==> config.mk <==
export PLATFORM = sky130hd
export DESIGN_NAME = tft_bus_master
export DESIGN_NICKNAME = d
export VERILOG_FILES = /design/src/rtl/tft_bus_master.sv
export SDC_FILE = /design/constraint.sdc
export NUM_CORES = 1
export LEC_CHECK = 0
export BUFFER_PORTS_ARGS = -buffer_cell sky130_fd_sc_hd__buf_2
export CORE_MARGIN = 2
export CORE_UTILIZATION = 45
export DETAILED_ROUTE_END_ITERATION = 10
export PLACE_DENSITY = 0.72
export SKIP_LAST_GASP = 1
export SYNTH_ARGS = -nofsm -noshare
export SYNTH_HDL_FRONTEND = slang
export SYNTH_SLANG_ARGS = --single-unit
==> constraint.sdc <==
create_clock -name clk -period 2.7 [get_ports clk]
set_clock_uncertainty 0.2 [all_clocks]
set_input_delay 0 -clock clk [delete_from_list [all_inputs] [get_ports clk]]
set_output_delay 0 -clock clk [all_outputs]
set_load 0.005 [all_outputs]
==> src/rtl/tft_bus_master.sv <==
// tft_bus_master: 8080-style bus initiator for the CPLD TFT controller.
// Turns a valid/ready request stream into timed CS/RS/WR/RD/DATA cycles.
module tft_bus_master #(
   parameter int DW          = 16,
   parameter int SETUP_CYC   = 2,
   parameter int STROBE_CYC  = 3,
   parameter int HOLD_CYC    = 2,
   parameter int GAP_CYC     = 2,
   parameter int CS_IDLE_MAX = 16
) (
   input  logic          clk,
   input  logic          RST,
   input  logic          req_valid,
   output logic          req_ready,
   input  logic          req_rs,
   input  logic          req_rd,
   input  logic [DW-1:0] req_wdata,
   input  logic          req_last,
   output logic          rsp_valid,
   output logic [DW-1:0] rsp_rdata,
   output logic          busy,
   output logic          CS,
   output logic          RS,
   output logic          WR,
   output logic          RD,
   output logic [DW-1:0] DATA_out,
   output logic          DATA_oe,
   input  logic [DW-1:0] DATA_in
);

   localparam int M_A  = (SETUP_CYC > STROBE_CYC) ? SETUP_CYC : STROBE_CYC;
   localparam int M_B  = (HOLD_CYC > GAP_CYC) ? HOLD_CYC : GAP_CYC;
   localparam int M_C  = (M_A > M_B) ? M_A : M_B;
   localparam int MAXP = (M_C > CS_IDLE_MAX) ? M_C : CS_IDLE_MAX;
   localparam int CW   = $clog2(MAXP) + 1;

   typedef enum logic [2:0] {
      S_IDLE,
      S_SETUP,
      S_STROBE,
      S_HOLD,
      S_GAP
   } state_t;

   state_t        r_state, w_state;
   logic [CW-1:0] r_cnt, w_cnt;
   logic [CW-1:0] r_idle, w_idle;
   logic          r_rd, w_rd;
   logic          r_last, w_last;
   logic          r_cs, w_cs;
   logic          r_rs, w_rs;
   logic          r_wr, w_wr;
   logic          r_rdn, w_rdn;
   logic [DW-1:0] r_dout, w_dout;
   logic          r_oe, w_oe;
   logic          r_ready, w_ready;
   logic          r_rsp_v, w_rsp_v;
   logic [DW-1:0] r_rdata, w_rdata;
   logic          r_busy, w_busy;

   logic w_accept;
   logic w_setup_end;
   logic w_strobe_end;
   logic w_hold_end;
   logic w_gap_end;
   logic w_idle_end;

   assign w_accept     = req_valid && r_ready;
   assign w_setup_end  = (r_cnt == CW'(SETUP_CYC - 1));
   assign w_strobe_end = (r_cnt == CW'(STROBE_CYC - 1));
   assign w_hold_end   = (r_cnt == CW'(HOLD_CYC - 1));
   assign w_gap_end    = (r_cnt == CW'(GAP_CYC - 1));
   assign w_idle_end   = (CS_IDLE_MAX != 0) &&
                         (r_idle == CW'(CS_IDLE_MAX - 1));

   always_comb begin
      w_state = r_state;
      w_cnt   = r_cnt;
      w_idle  = r_idle;
      w_rd    = r_rd;
      w_last  = r_last;
      w_cs    = r_cs;
      w_rs    = r_rs;
      w_wr    = r_wr;
      w_rdn   = r_rdn;
      w_dout  = r_dout;
      w_oe    = r_oe;
      w_rsp_v = 1'b0;
      w_rdata = r_rdata;
      unique case (r_state)
         S_IDLE: begin
            if (w_accept) begin
               w_state = S_SETUP;
               w_cnt   = '0;
               w_idle  = '0;
               w_rd    = req_rd;
               w_last  = req_last;
               w_cs    = 1'b0;
               w_rs    = req_rs;
               w_oe    = !req_rd;
               if (!req_rd) w_dout = req_wdata;
            end else if (!r_cs) begin
               if (w_idle_end) begin
                  w_cs    = 1'b1;
                  w_oe    = 1'b0;
                  w_idle  = '0;
                  w_cnt   = '0;
                  w_state = S_GAP;
               end else if (r_idle != {CW{1'b1}}) begin
                  w_idle = r_idle + CW'(1);
               end
            end
         end
         S_SETUP: begin
            if (w_setup_end) begin
               w_state = S_STROBE;
               w_cnt   = '0;
               if (r_rd) w_rdn = 1'b0;
               else      w_wr  = 1'b0;
            end else begin
               w_cnt = r_cnt + CW'(1);
            end
         end
         S_STROBE: begin
            if (w_strobe_end) begin
               w_state = S_HOLD;
               w_cnt   = '0;
               w_wr    = 1'b1;
               w_rdn   = 1'b1;
               if (r_rd) begin
                  w_rdata = DATA_in;
                  w_rsp_v = 1'b1;
               end
            end else begin
               w_cnt = r_cnt + CW'(1);
            end
         end
         S_HOLD: begin
            if (w_hold_end) begin
               w_cnt  = '0;
               w_idle = '0;
               if (r_last) begin
                  w_cs    = 1'b1;
                  w_oe    = 1'b0;
                  w_state = S_GAP;
               end else begin
                  w_state = S_IDLE;
               end
            end else begin
               w_cnt = r_cnt + CW'(1);
            end
         end
         S_GAP: begin
            if (w_gap_end) begin
               w_state = S_IDLE;
               w_cnt   = '0;
            end else begin
               w_cnt = r_cnt + CW'(1);
            end
         end
         default: w_state = S_IDLE;
      endcase
      // ready/busy are registered, so derive them from the next state
      w_ready = (w_state == S_IDLE);
      w_busy  = (w_state != S_IDLE) || !w_cs;
   end

   always_ff @(posedge clk) begin
      if (RST) begin
         r_state <= S_IDLE;
         r_cnt   <= '0;
         r_idle  <= '0;
         r_rd    <= 1'b0;
         r_last  <= 1'b0;
         r_cs    <= 1'b1;
         r_rs    <= 1'b1;
         r_wr    <= 1'b1;
         r_rdn   <= 1'b1;
         r_dout  <= '0;
         r_oe    <= 1'b0;
         r_ready <= 1'b0;
         r_rsp_v <= 1'b0;
         r_rdata <= '0;
         r_busy  <= 1'b0;
      end else begin
         r_state <= w_state;
         r_cnt   <= w_cnt;
         r_idle  <= w_idle;
         r_rd    <= w_rd;
         r_last  <= w_last;
         r_cs    <= w_cs;
         r_rs    <= w_rs;
         r_wr    <= w_wr;
         r_rdn   <= w_rdn;
         r_dout  <= w_dout;
         r_oe    <= w_oe;
         r_ready <= w_ready;
         r_rsp_v <= w_rsp_v;
         r_rdata <= w_rdata;
         r_busy  <= w_busy;
      end
   end

   assign req_ready = r_ready;
   assign rsp_valid = r_rsp_v;
   assign rsp_rdata = r_rdata;
   assign busy      = r_busy;
   assign CS        = r_cs;
   assign RS        = r_rs;
   assign WR        = r_wr;
   assign RD        = r_rdn;
   assign DATA_out  = r_dout;
   assign DATA_oe   = r_oe;

endmodule
After elaboration in Yosys (flattened, before gate mapping)
Cells that the tools add are included.

cells by class
  shifts and indexed selects = 0
  div/mod/pow operators = 0
  order comparisons = 0
  multipliers = 0
  equal/unequal tests = 17
  add/sub/neg operators = 2
  bitwise logic cells = 3
  reductions and logical operators = 20
  multiplexer cells = 41

operators by type and width
  cell                                                 number
  two-way mux 5 bit                                    10
  two-way mux 3 bit                                    8
  two-way mux 1 bit                                    16
  one-hot mux 3 bit (5 select lines)                   1
  one-hot mux 5 bit (3 select lines)                   1
  != test 2 bit, second input constant                 6
  AND reduction 4 bit                                  3
  adder 5 x 1 -> 5 bit, second input constant          2
  one-hot mux 5 bit (2 select lines)                   1
  AND reduction 3 bit                                  3
  one-hot mux 1 bit (2 select lines)                   4
  equality test 3 x 2 -> 1 bit, second input constant  2
  zero test 3 bit                                      2
  != test 3 bit, second input constant                 2
  nonzero test 3 bit                                   2
  OR reduction 3 bit                                   2
  equality test 5 x 1 -> 1 bit, second input constant  1
  equality test 5 x 2 -> 1 bit, second input constant  1
  equality test 5 x 4 -> 1 bit, second input constant  1
  != test 5 bit, second input constant                 1
  AND reduction 5 bit                                  1
  != test 4 bit, second input constant                 1
  nonzero test 2 bit                                   2
  equality test 3 x 1 -> 1 bit, second input constant  1
  other kinds (6)                                      9

storage, ports and cells
  bits in read-only memories = 0
  memory bits (writable) = 0
  memories = 0
  logic and storage cells = 98
  bits of input ports = 38
  bits in latches = 0
  flip-flop bits (word level) = 55

Longest topological paths before layout
Gate-level depths: netlist of run 1.

  depth after elaboration = 7
  gate-level depth with buffers = 8

Worst setup path before layout of run 1
No wires, ideal clock.

  path type = register -> register
  start point = reg r_cnt[1]
  end point = reg r_idle[1]
  period minus slack after synthesis = 1.861 ns
  setup time = 0.067 ns
  data arrival time = 1.594 ns
  stages on the path, launching flop included = 9
  data required time = 2.433 ns
  path buffers = 1
  slack = 0.839 ns
  path through = dfxtp_1 > inv_1 > ha_1 > nor4b_4 > and2_1 > buf_6 > a32o_4 > or2_1 > a21oi_2

on the way
  longest elaborated chain between the ends = 3

ends and longest elaborated chain
  what                                  RTL line  source
  start: declaration                    46        logic [CW-1:0] r_cnt, w_cnt;
  start signal: assignment              187       r_cnt <= w_cnt;
  equality test 5 x 1 -> 1 bit          71        assign w_hold_end = (r_cnt == CW'(HOLD_CYC - 1));
  != test 2 bit (no source line)        n/a
  AND reduction 4 bit (no source line)  n/a
  end signal: assignment                188       r_idle <= w_idle;
  end: declaration                      47        logic [CW-1:0] r_idle, w_idle;

Every way passes these cells.
A chain may end at the register's enable or synchronous reset.

Worst setup path after layout of run 1
  start point = reg r_state[2]
  end point = reg r_dout[5] (netlist: DATA_out[5])

on the way
  longest elaborated chain between the ends = 2

ends and longest elaborated chain
  what                                  RTL line  source
  start: declaration                    45        state_t r_state, w_state;
  start signal: assignment              186       r_state <= w_state;
  zero test 3 bit                       90        unique case (r_state)
  AND reduction 3 bit (no source line)  n/a
  end signal: assignment                195       r_dout <= w_dout;
  end: declaration                      54        logic [DW-1:0] r_dout, w_dout;

Every way passes these cells.

==> results.json, run 1 <==
{
  "worst_r2r_path_depth": 6,
  "drt-initial-drc-count": 131,
  "clkPwrFrac_pct": 29.8,
  "ys_seq_area_share_pct": 46.1,
  "yosys_warnings": 0,
  "grt_pass1_wl_um": 10600,
  "outcome": "finished clean",
  "cts_tree": "done",
  "grt-ovfl-total": 0,
  "powerDensity_nw_per_um2": 460,
  "fin_hold_ws_ns": 0.0364,
  "grt_max_degree": 43,
  "r2r_end": "DATA_out[5]",
  "p_int_mw": 1.15,
  "rr_startpoint": "r_state[2]",
  "initial_utilization_pct": 46.7,
  "worst-slew-pin-transition_ns": 0.602,
  "crit_fanout": 16,
  "dp_cells": 410,
  "final_util_pct": 66.0,
  "h-tree-depth": 2,
  "finalMaxSlewViolations": 0,
  "wl_per_cell_um": 13.8,
  "arrival_ns": 2.45,
  "min_to": "r_cnt[0]",
  "switching_share_pct": 26.1,
  "dpl.hpwl_um": 3770,
  "viasPerCell": 5.07,
  "coreArea_um2": 5110,
  "fin_tns_setup_ns": 0,
  "drcViolationCount": 0,
  "multi_input_area_um2": 1140,
  "hold_violations": 0,
  "std_cell_rows": 26,
  "clock_latency_ns": 0.31,
  "combPwrFrac_pct": 14.9,
  "layout.nets": 441,
  "vias": 2382,
  "worstSetupStartpoint": "r_state[2]",
  "path_clk_slew_ns": 0.10,
  "drive_gt1_share_pct": 26.0,
  "critPathKind": "reg2reg",
  "yosys.cell_types.count": 52,
  "hp-class": "in2reg",
  "whs_path_depth": 4,
  "worstHoldStart": "req_valid",
  "num_antenna_cells": 0,
  "antenna_found_initial": 0,
  "fp.dieH_um": 76.8,
  "worstSetupStartpointType": "register",
  "clockRootBuffer": "clkbuf_8",
  "setup_viol_count_final": 0,
  "drt_wl_total_um": 6460,
  "rrSetupSlack_ns": 0.29,
  "grt_pass1_vias": 2357,
  "portBuffers": 77,
  "post_cts_buffers": 0,
  "crit_path_end_kind": "register",
  "switching_power_mw": 0.406,
  "grt_setup_unrepaired": "no",
  "finalNonFillerCells": 470,
  "synth_seq_cells": 55,
  "die-width_um": 76.8,
  "p_leak_nw": 1.39,
  "cts.sinks": 55,
  "post-route-period-util_pct": 89.3,
  "fmax_mhz": 415,
  "dieArea_um2": 5900,
  "place_congestion": 0.767,
  "cts_made_buffers": 5,
  "area_growth_pct": 41.2,
  "firstDrtPassIters": 4,
  "synth_nets": 319,
  "drtAntennaViolNets": 0,
  "cts_buffer_depth": 2,
  "maxCapViolations": 0,
  "fill_cells": 425,
  "grt_usage_pct": 22.0,
  "netlist_instances": 277,
  "max-vdd-ir-drop_v": 0.000253,
  "syn_area_um2": 2390,
  "fin_crit_ns": 2.41,
  "num_io_pins": 78,
  "ff_latch_area_um2": 1100,
  "required_ns": 2.74,
  "slew_headroom_pct": 59.8,
  "power_frac_seq_pct": 55.3,
  "syn_avg_cell_area_um2": 8.62
}
-- synthesized netlist by cell type (all sizes together) --
master	n	area share, %
o211ai	2	0.63
o22ai	1	0.26
a31o	1	0.37
and2	3	0.84
and3b	2	0.73
nand4b	1	0.37
or2	4	1.0
and3	2	0.52
mux2i	3	1.3
nand2	62	10
and2b	1	0.31
nor4b	2	1.4
nand2b	1	0.26
o32ai	1	0.68
a211o	1	0.37
dfxtp	55	46
buf	11	4.4
nor2b	1	0.26
o21bai	1	0.31
o21ai	9	2.0
nor3	4	1.3
nor2	10	1.7
or3b	1	0.47
o21a	2	0.63
inv	6	0.94
nand4	1	0.26
ha	4	2.1
nor4	1	0.26
a32o	1	0.89
a311oi	1	0.37
a211oi	1	0.52
a21oi	42	9.1
a221oi	1	0.63
a21o	3	1.0
a32oi	1	0.37
nor3b	2	0.63
xnor2	1	0.37
nand3	25	5.2
clkbuf	6	0.94
-- placed cells by master, fill, tap and decap left out, types with 4 or more instances in the layout --
| master | instances |
|---|---|
| dlygate4sd3_1 | 52 |
| nand2_1 | 60 |
| o21ai_0 | 7 |
| nor2_1 | 9 |
| inv_1 | 6 |
| nand3_1 | 25 |
| dfxtp_1 | 55 |
| clkbuf_8 | 5 |
| ha_1 | 4 |
| buf_2 | 77 |
| a21oi_1 | 40 |
-- flip-flops by register name (all words and copies together), names as in the netlist --
signal     flops
r_last         1
RD             1
r_rd           1
WR             1
r_state        3
RS             1
DATA_out      16
r_idle         5
r_cnt          5
rsp_rdata     16
CS             1
busy           1
rsp_valid      1
DATA_oe        1
req_ready      1
-- power by group through the flow --
stage / Sequential, mW / Clock (mW) / Combinational, mW
floorplan: 0.871 / 0 / 0.120
global placement: 0.874 / 0 / 0.174
detailed placement: 0.875 / 0 / 0.176
CTS: 0.857 / 0.468 / 0.226
global route: 0.862 / 0.497 / 0.254
finish: 0.858 / 0.462 / 0.232
-- worst max-delay path: stages, from the launching register on --
cell           delay, ns
dfxtp_1             0.44
nor3_4              0.35
nand2_4             0.15
nor2_4              0.34
nand2_1             0.11
dlygate4sd3_1       0.59
a21oi_1             0.16
-- cell type report --
class,count,area share [%]
clock buffer,6,2.15
clock inverter,2,0.519
inverter,6,0.668
multi-input combinational,199,33.9
sequential,55,32.7
tap,70,2.60
timing repair buffer,132,27.5
-- per-layer routing --
metal	global-route usage [%]	routed length, µm	up-vias
met4	10.2	146	0
met1	25.6	2800	1098
met3	3.88	263	13
met2	39.2	3250	66
li1	-	-	1205
met5	0	0	-
-- how the worst max path moves through the flow --
stage | cells past startpoint | endpoint | slack, ns
global placement | 6 | r_idle[3] | 0.66
CTS | 6 | DATA_out[4] | 0.16
finish | 6 | DATA_out[5] | 0.29
detailed placement | 7 | rsp_rdata[15] | 0.57
global route | 6 | DATA_out[9] | 0.17
floorplan | 8 | r_idle[1] | 0.84
-- kinds of logic after synthesis --
family | after synthesis | share of synthesized area, %
xor gates and xnor gates | 1 | 0.367
buffers and inverters | 23 | 6.24
and+or+nand+nor | 123 | 25.7
DFF | 55 | 46.1
adders and majority gates | 4 | 2.10
AOI/OAI and AO/OA | 68 | 18.2
muxes | 3 | 1.26
-- metrics by stage --
stage | cell area, µm² | setup WS, ns | power, mW
final | 3370 | 0.288 | 1.55
after global routing | 3370 | 0.172 | 1.61
after CTS | 3370 | 0.162 | 1.55
after detailed placement | 2760 | 0.571 | 1.05
after global placement | 2760 | 0.664 | 1.05
after floorplan | 2390 | 0.839 | 0.991
-- what timing repair did --
action	4_1_cts	5_1_grt
setup endpoints to repair	0	8
endpoints found under the hold margin	41	0
hold buffers	52	0
resized for setup	0	1
Note: power is estimated with default switching activity, not from simulation.
==> run 2: changes to the inputs <==
--- a/config.mk
+++ b/config.mk
@@ -6,10 +6,12 @@
 export NUM_CORES = 1
 export LEC_CHECK = 0
 export BUFFER_PORTS_ARGS = -buffer_cell sky130_fd_sc_hd__buf_2
+export CELL_PAD_IN_SITES_DETAIL_PLACEMENT = 0
+export CELL_PAD_IN_SITES_GLOBAL_PLACEMENT = 1
 export CORE_MARGIN = 2
-export CORE_UTILIZATION = 45
+export CORE_UTILIZATION = 36
 export DETAILED_ROUTE_END_ITERATION = 10
-export PLACE_DENSITY = 0.72
+export PLACE_DENSITY_LB_ADDON = 0.1
 export SKIP_LAST_GASP = 1
 export SYNTH_ARGS = -nofsm -noshare
 export SYNTH_HDL_FRONTEND = slang
==> constraint.sdc (replaced) <==
create_clock -name clk -period 2.6 [get_ports clk]
set_clock_uncertainty 0.2 [all_clocks]
set_input_delay 0 -clock clk [delete_from_list [all_inputs] [get_ports clk]]
set_output_delay 0 -clock clk [all_outputs]
set_load 0.005 [all_outputs]
==> results.json, run 2 (same netlist as run 1, synthesis figures left out) <==
{
  "vias": 2337,
  "fin_hold_ws_ns": 0.0314,
  "place_congestion": 0.762,
  "finalMaxSlewViolations": 0,
  "slew_headroom_pct": 60.1,
  "crit_fanout": 11,
  "outcome": "finished clean",
  "fp.dieH_um": 85.4,
  "whs_path_depth": 4,
  "place_ws_ns": 0.549,
  "crit_chain": "inv_1, ha_1, nor4b_1, and3b_2, buf_4, nand3_1, a21oi_1, dlygate4sd3_1",
  "worst_r2r_path_depth": 8,
  "dp_cells": 418,
  "post_cts_buffers": 0,
  "hp-class": "in2reg",
  "worst-slew-pin-transition_ns": 0.598,
  "grt_pass1_vias": 2132,
  "grt-ovfl-total": 0,
  "cts_tree": "done",
  "firstDrtPassIters": 4,
  "antenna_found_initial": 0,
  "maxCapViolations": 0,
  "path_clk_slew_ns": 0.10,
  "finalNonFillerCells": 486,
  "dpl.hpwl_um": 3830,
  "setup_viol_count_final": 0,
  "dieArea_um2": 7300,
  "grt_usage_pct": 16.7,
  "powerDensity_nw_per_um2": 482,
  "drcViolationCount": 0,
  "wl_per_cell_um": 12.5,
  "hold_violations": 0,
  "die-width_um": 85.4,
  "num_antenna_cells": 0,
  "drtAntennaViolNets": 0,
  "critPathMaxStageDelay_ns": 0.57,
  "dpl_cell_area_um2": 2770,
  "cts.sinks": 55,
  "fill_cells": 609,
  "std_cell_rows": 29,
  "crit_path_end_kind": "register",
  "fin_crit_ns": 2.42,
  "num_io_pins": 78,
  "ff_latch_area_um2": 1100,
  "worstSetupStartpointType": "register",
  "drive_gt1_share_pct": 25.9,
  "p_leak_nw": 1.47,
  "clock_latency_ns": 0.31,
  "cts_buffer_depth": 2,
  "final_common_cell": "buf_2",
  "area_growth_pct": 46.6,
  "critPathKind": "reg2reg",
  "max-vdd-ir-drop_v": 0.000243,
  "final.setup.worst_slack_ns": 0.178,
  "grt_pass1_wl_um": 9960,
  "coreArea_um2": 6390,
  "fin_tns_setup_ns": 0,
  "cts_made_buffers": 5,
  "critPathTopFamily": "buffers and inverters",
  "required_ns": 2.66,
  "fin_area_um2": 3500,
  "multi_input_area_um2": 1150,
  "grt_max_degree": 26,
  "cp.depth": 8,
  "critPathBufInv": 3,
  "h-tree-depth": 2,
  "layout.nets": 451,
  "drt-initial-drc-count": 69,
  "initial_utilization_pct": 37.4,
  "fmax_mhz": 413,
  "critical_path.slowest_cell": "dlygate4sd3_1",
  "grt_setup_unrepaired": "no",
  "drt_wl_total_um": 6100,
  "portBuffers": 77,
  "clockRootBuffer": "clkbuf_8",
  "arrival_ns": 2.48,
  "post-route-period-util_pct": 93.1,
  "layout_common_cells": "77 x buf_2, 61 x dlygate4sd3_1, 60 x nand2_1, 55 x dfxtp_1, 40 x a21oi_1",
  "viasPerCell": 4.81
}
==> run 2: cell types whose count changed in the layout (fill, tap and decap cells not counted), sizes merged <==
cell and change:
dlygate4sd3 +9, clkinv -2, buf +1, bufinv +1, clkbuf -1, clkinvlp +1
==> run 2: metal layers <==
| metal | track usage (%) | vias to the layer above | share of wire (%) | wire length, µm |
|---|---|---|---|---|
| met2 | 27.3 | 67 | 45 | 2710 |
| met1 | 22.3 | 1049 | 48 | 2930 |
| met5 | 0 | - | 0 | 0 |
| met3 | 4.09 | 5 | 6.4 | 390 |
| met4 | 3.90 | 0 | 0.95 | 58 |
| li1 | - | 1216 | - | - |
==> run 2: path summary, 6_finish.rpt <==
check         startpoint             to  slack [ns]
min reg2reg  DATA_out[3]    DATA_out[3]        0.26
max             r_cnt[0]  rsp_rdata[11]        0.18
max reg2reg     r_cnt[0]  rsp_rdata[11]        0.18
min            req_valid       r_cnt[0]        0.03
==> run 2: metrics by stage <==
step | util (%) | power, mW
2_1_floorplan | - | 1.03
5_1_grt | 54.8 | 1.77
3_3_place_gp | 43.4 | 1.10
6_report | 54.8 | 1.69
4_1_cts | 54.6 | 1.70
3_5_place_dp | 43.4 | 1.10
==> run 2: power breakdown <==
part	switching (mW)	total, mW	internal [mW]	leakage, nW
sequential	0.0221	0.889	0.867	0.445
combinational	0.112	0.240	0.128	0.978
clock	0.276	0.558	0.282	0.0502
==> run 2: cell type report <==
| class | count | share of cell area [%] |
|---|---|---|
| clock buffer | 5 | 1.97 |
| clock inverter | 2 | 1.07 |
| inverter | 6 | 0.643 |
| multi-input combinational | 199 | 32.8 |
| sequential | 55 | 31.5 |
| tap | 77 | 2.75 |
| timing repair buffer | 142 | 29.3 |
==> run 2: worst reg2reg max path, cell delays in order (launching register included) <==
cell and delay (ns):
dfxtp_1 0.37, inv_1 0.08, ha_1 0.13, nor4b_1 0.31, and3b_2 0.30, buf_4 0.19
nand3_1 0.10, a21oi_1 0.14, dlygate4sd3_1 0.57
==> run 2: timing repair <==
action / CTS / global route
endpoints found under the hold margin: 39 / 0
hold buffers: 61 / 0
endpoints found under the setup margin: 0 / 25
gates resized for setup: 0 / 3
==> run 3: changes to the inputs <==
--- a/config.mk
+++ b/config.mk
@@ -5,7 +5,7 @@
 export SDC_FILE = /design/constraint.sdc
 export NUM_CORES = 1
 export LEC_CHECK = 0
-export BUFFER_PORTS_ARGS = -buffer_cell sky130_fd_sc_hd__buf_2
+export BUFFER_PORTS_ARGS = -buffer_cell sky130_fd_sc_hd__buf_4
 export CELL_PAD_IN_SITES_DETAIL_PLACEMENT = 0
 export CELL_PAD_IN_SITES_GLOBAL_PLACEMENT = 1
 export CORE_MARGIN = 2
==> results.json, run 3 (same netlist as run 1, synthesis figures left out) <==
{
  "num_io_pins": 78,
  "place_congestion": 0.779,
  "worstSetupStartpointType": "register",
  "worst_r2r_path_depth": 6,
  "switching_power_mw": 0.418,
  "antenna_found_initial": 0,
  "rr_startpoint": "r_state[2]",
  "max-vdd-ir-drop_v": 0.000274,
  "slew_headroom_pct": 64.3,
  "cts_made_buffers": 5,
  "wl_per_cell_um": 13.0,
  "dieArea_um2": 7300,
  "final_util_pct": 56.1,
  "clockRootBuffer": "clkbuf_8",
  "drcViolationCount": 0,
  "dpl.hpwl_um": 3880,
  "p_leak_nw": 1.43,
  "rrSetupSlack_ns": 0.15,
  "critPathKind": "reg2reg",
  "critPathTopFamily": "simple AND/OR/NAND/NOR gates",
  "num_antenna_cells": 0,
  "post-route-period-util_pct": 94.0,
  "fin_tns_setup_ns": 0,
  "finalMaxSlewViolations": 0,
  "dpl_cell_area_um2": 2950,
  "path_clk_slew_ns": 0.11,
  "worst-slew-pin-transition_ns": 0.535,
  "grt_max_degree": 49,
  "fin_area_um2": 3580,
  "crit_path_end_kind": "register",
  "setup_viol_count_final": 0,
  "cts.sinks": 55,
  "critical_path.slowest_cell": "dlygate4sd3_1",
  "final_common_cell": "buf_4",
  "grt_usage_pct": 17.6,
  "grt-ovfl-total": 0,
  "required_ns": 2.61,
  "crit_end": "DATA_out[11]",
  "fin_crit_ns": 2.45,
  "place_ws_ns": 0.420,
  "layout_common_cells": "79 x buf_4, 60 x nand2_1, 55 x dfxtp_1, 54 x dlygate4sd3_1, 40 x a21oi_1",
  "layout.nets": 442,
  "crit_chain": "nor3_4, nand2_4, or2_2, nand2_1, a21oi_1, dlygate4sd3_1",
  "fp.dieH_um": 85.4,
  "critPathBufInv": 1,
  "grt_pass1_wl_um": 10400,
  "crit_fanout": 17,
  "viasPerCell": 4.90,
  "clkPwrFrac_pct": 28.8,
  "outcome": "finished clean",
  "grt_pass1_vias": 2192,
  "die-width_um": 85.4,
  "drt_wl_total_um": 6220,
  "hp-class": "in2reg",
  "vias": 2344,
  "clock_latency_ns": 0.31,
  "grt_setup_unrepaired": "no",
  "arrival_ns": 2.45,
  "std_cell_rows": 29,
  "power_frac_seq_pct": 54.7,
  "fin_hold_ws_ns": 0.0283,
  "powerDensity_nw_per_um2": 454,
  "combPwrFrac_pct": 16.5,
  "drive_gt1_share_pct": 26.2,
  "initial_utilization_pct": 37.4,
  "h-tree-depth": 2,
  "maxCapViolations": 0,
  "r2r_end": "DATA_out[11]",
  "switching_share_pct": 25.7,
  "firstDrtPassIters": 4,
  "drt-initial-drc-count": 105,
  "final.setup.worst_slack_ns": 0.155,
  "area_growth_pct": 50.2,
  "drtAntennaViolNets": 0,
  "p_int_mw": 1.21,
  "hold_violations": 0,
  "critPathMaxStageDelay_ns": 0.58,
  "coreArea_um2": 6390,
  "fmax_mhz": 409,
  "cts_tree": "done",
  "cts_buffer_depth": 2,
  "cp.depth": 6,
  "worstSetupStartpoint": "r_state[2]",
  "portBuffers": 77
}
## run 3: through the flow
stage	instances	total power [mW]
finish	478	1.63
global route	478	1.72
CTS	478	1.65
detailed placement	416	1.12
global placement	416	1.12
floorplan	277	1.03
## run 3: per-layer routing
layer  GRT usage [%]  share of wire (%)  vias to the layer above
met1            24.3                 47                     1077
met3            3.89                5.9                        7
li1                -                  -                     1195
met2            27.7                 45                       65
met4            4.91                1.4                        0
met5               0                  0                        -
## run 3: how the worst min path moves through the flow
| stage | cells after the start | slack [ns] | start | to |
|---|---|---|---|---|
| finish | 4 | 0.03 | req_valid | r_cnt[0] |
| global route | 4 | 0.07 | req_valid | r_cnt[0] |
| CTS | 4 | 0.02 | req_valid | r_cnt[0] |
| detailed placement | 3 | 0.05 | req_last | r_last |
| global placement | 3 | 0.04 | req_last | r_last |
| floorplan | 2 | -0.06 | req_wdata[0] | DATA_out[0] |
## run 3: what timing repair did
item | 4_1_cts | 5_1_grt
setup buffers | 0 | 0
resized for setup | 0 | 2
setup endpoints to repair | 0 | 16
hold endpoints to repair | 42 | 0
hold buffers | 54 | 0
## run 3: cell type report
cell class              count  area [µm²]
fillers                   605        2800
multi-input cells         199        1140
inverters                   6        22.5
clock buffers               5        68.8
repair buffers            133        1130
flip-flops and latches     55        1100
well taps                  77        96.3
clock inverters             3        20.0
## run 3: worst register-to-register path: stages (launching register included)
cell	delay, ns
dfxtp_1	0.43
nor3_4	0.35
nand2_4	0.16
or2_2	0.46
nand2_1	0.12
a21oi_1	0.06
dlygate4sd3_1	0.58
## run 3: power groups by stage
stage                     Sequential [mW]  Clock, mW  Combinational [mW]
after floorplan                     0.905          0               0.124
after global placement              0.909          0               0.211
after detailed placement            0.910          0               0.211
after CTS                           0.890      0.496               0.268
after global routing                0.895      0.529               0.296
final                               0.890      0.469               0.268
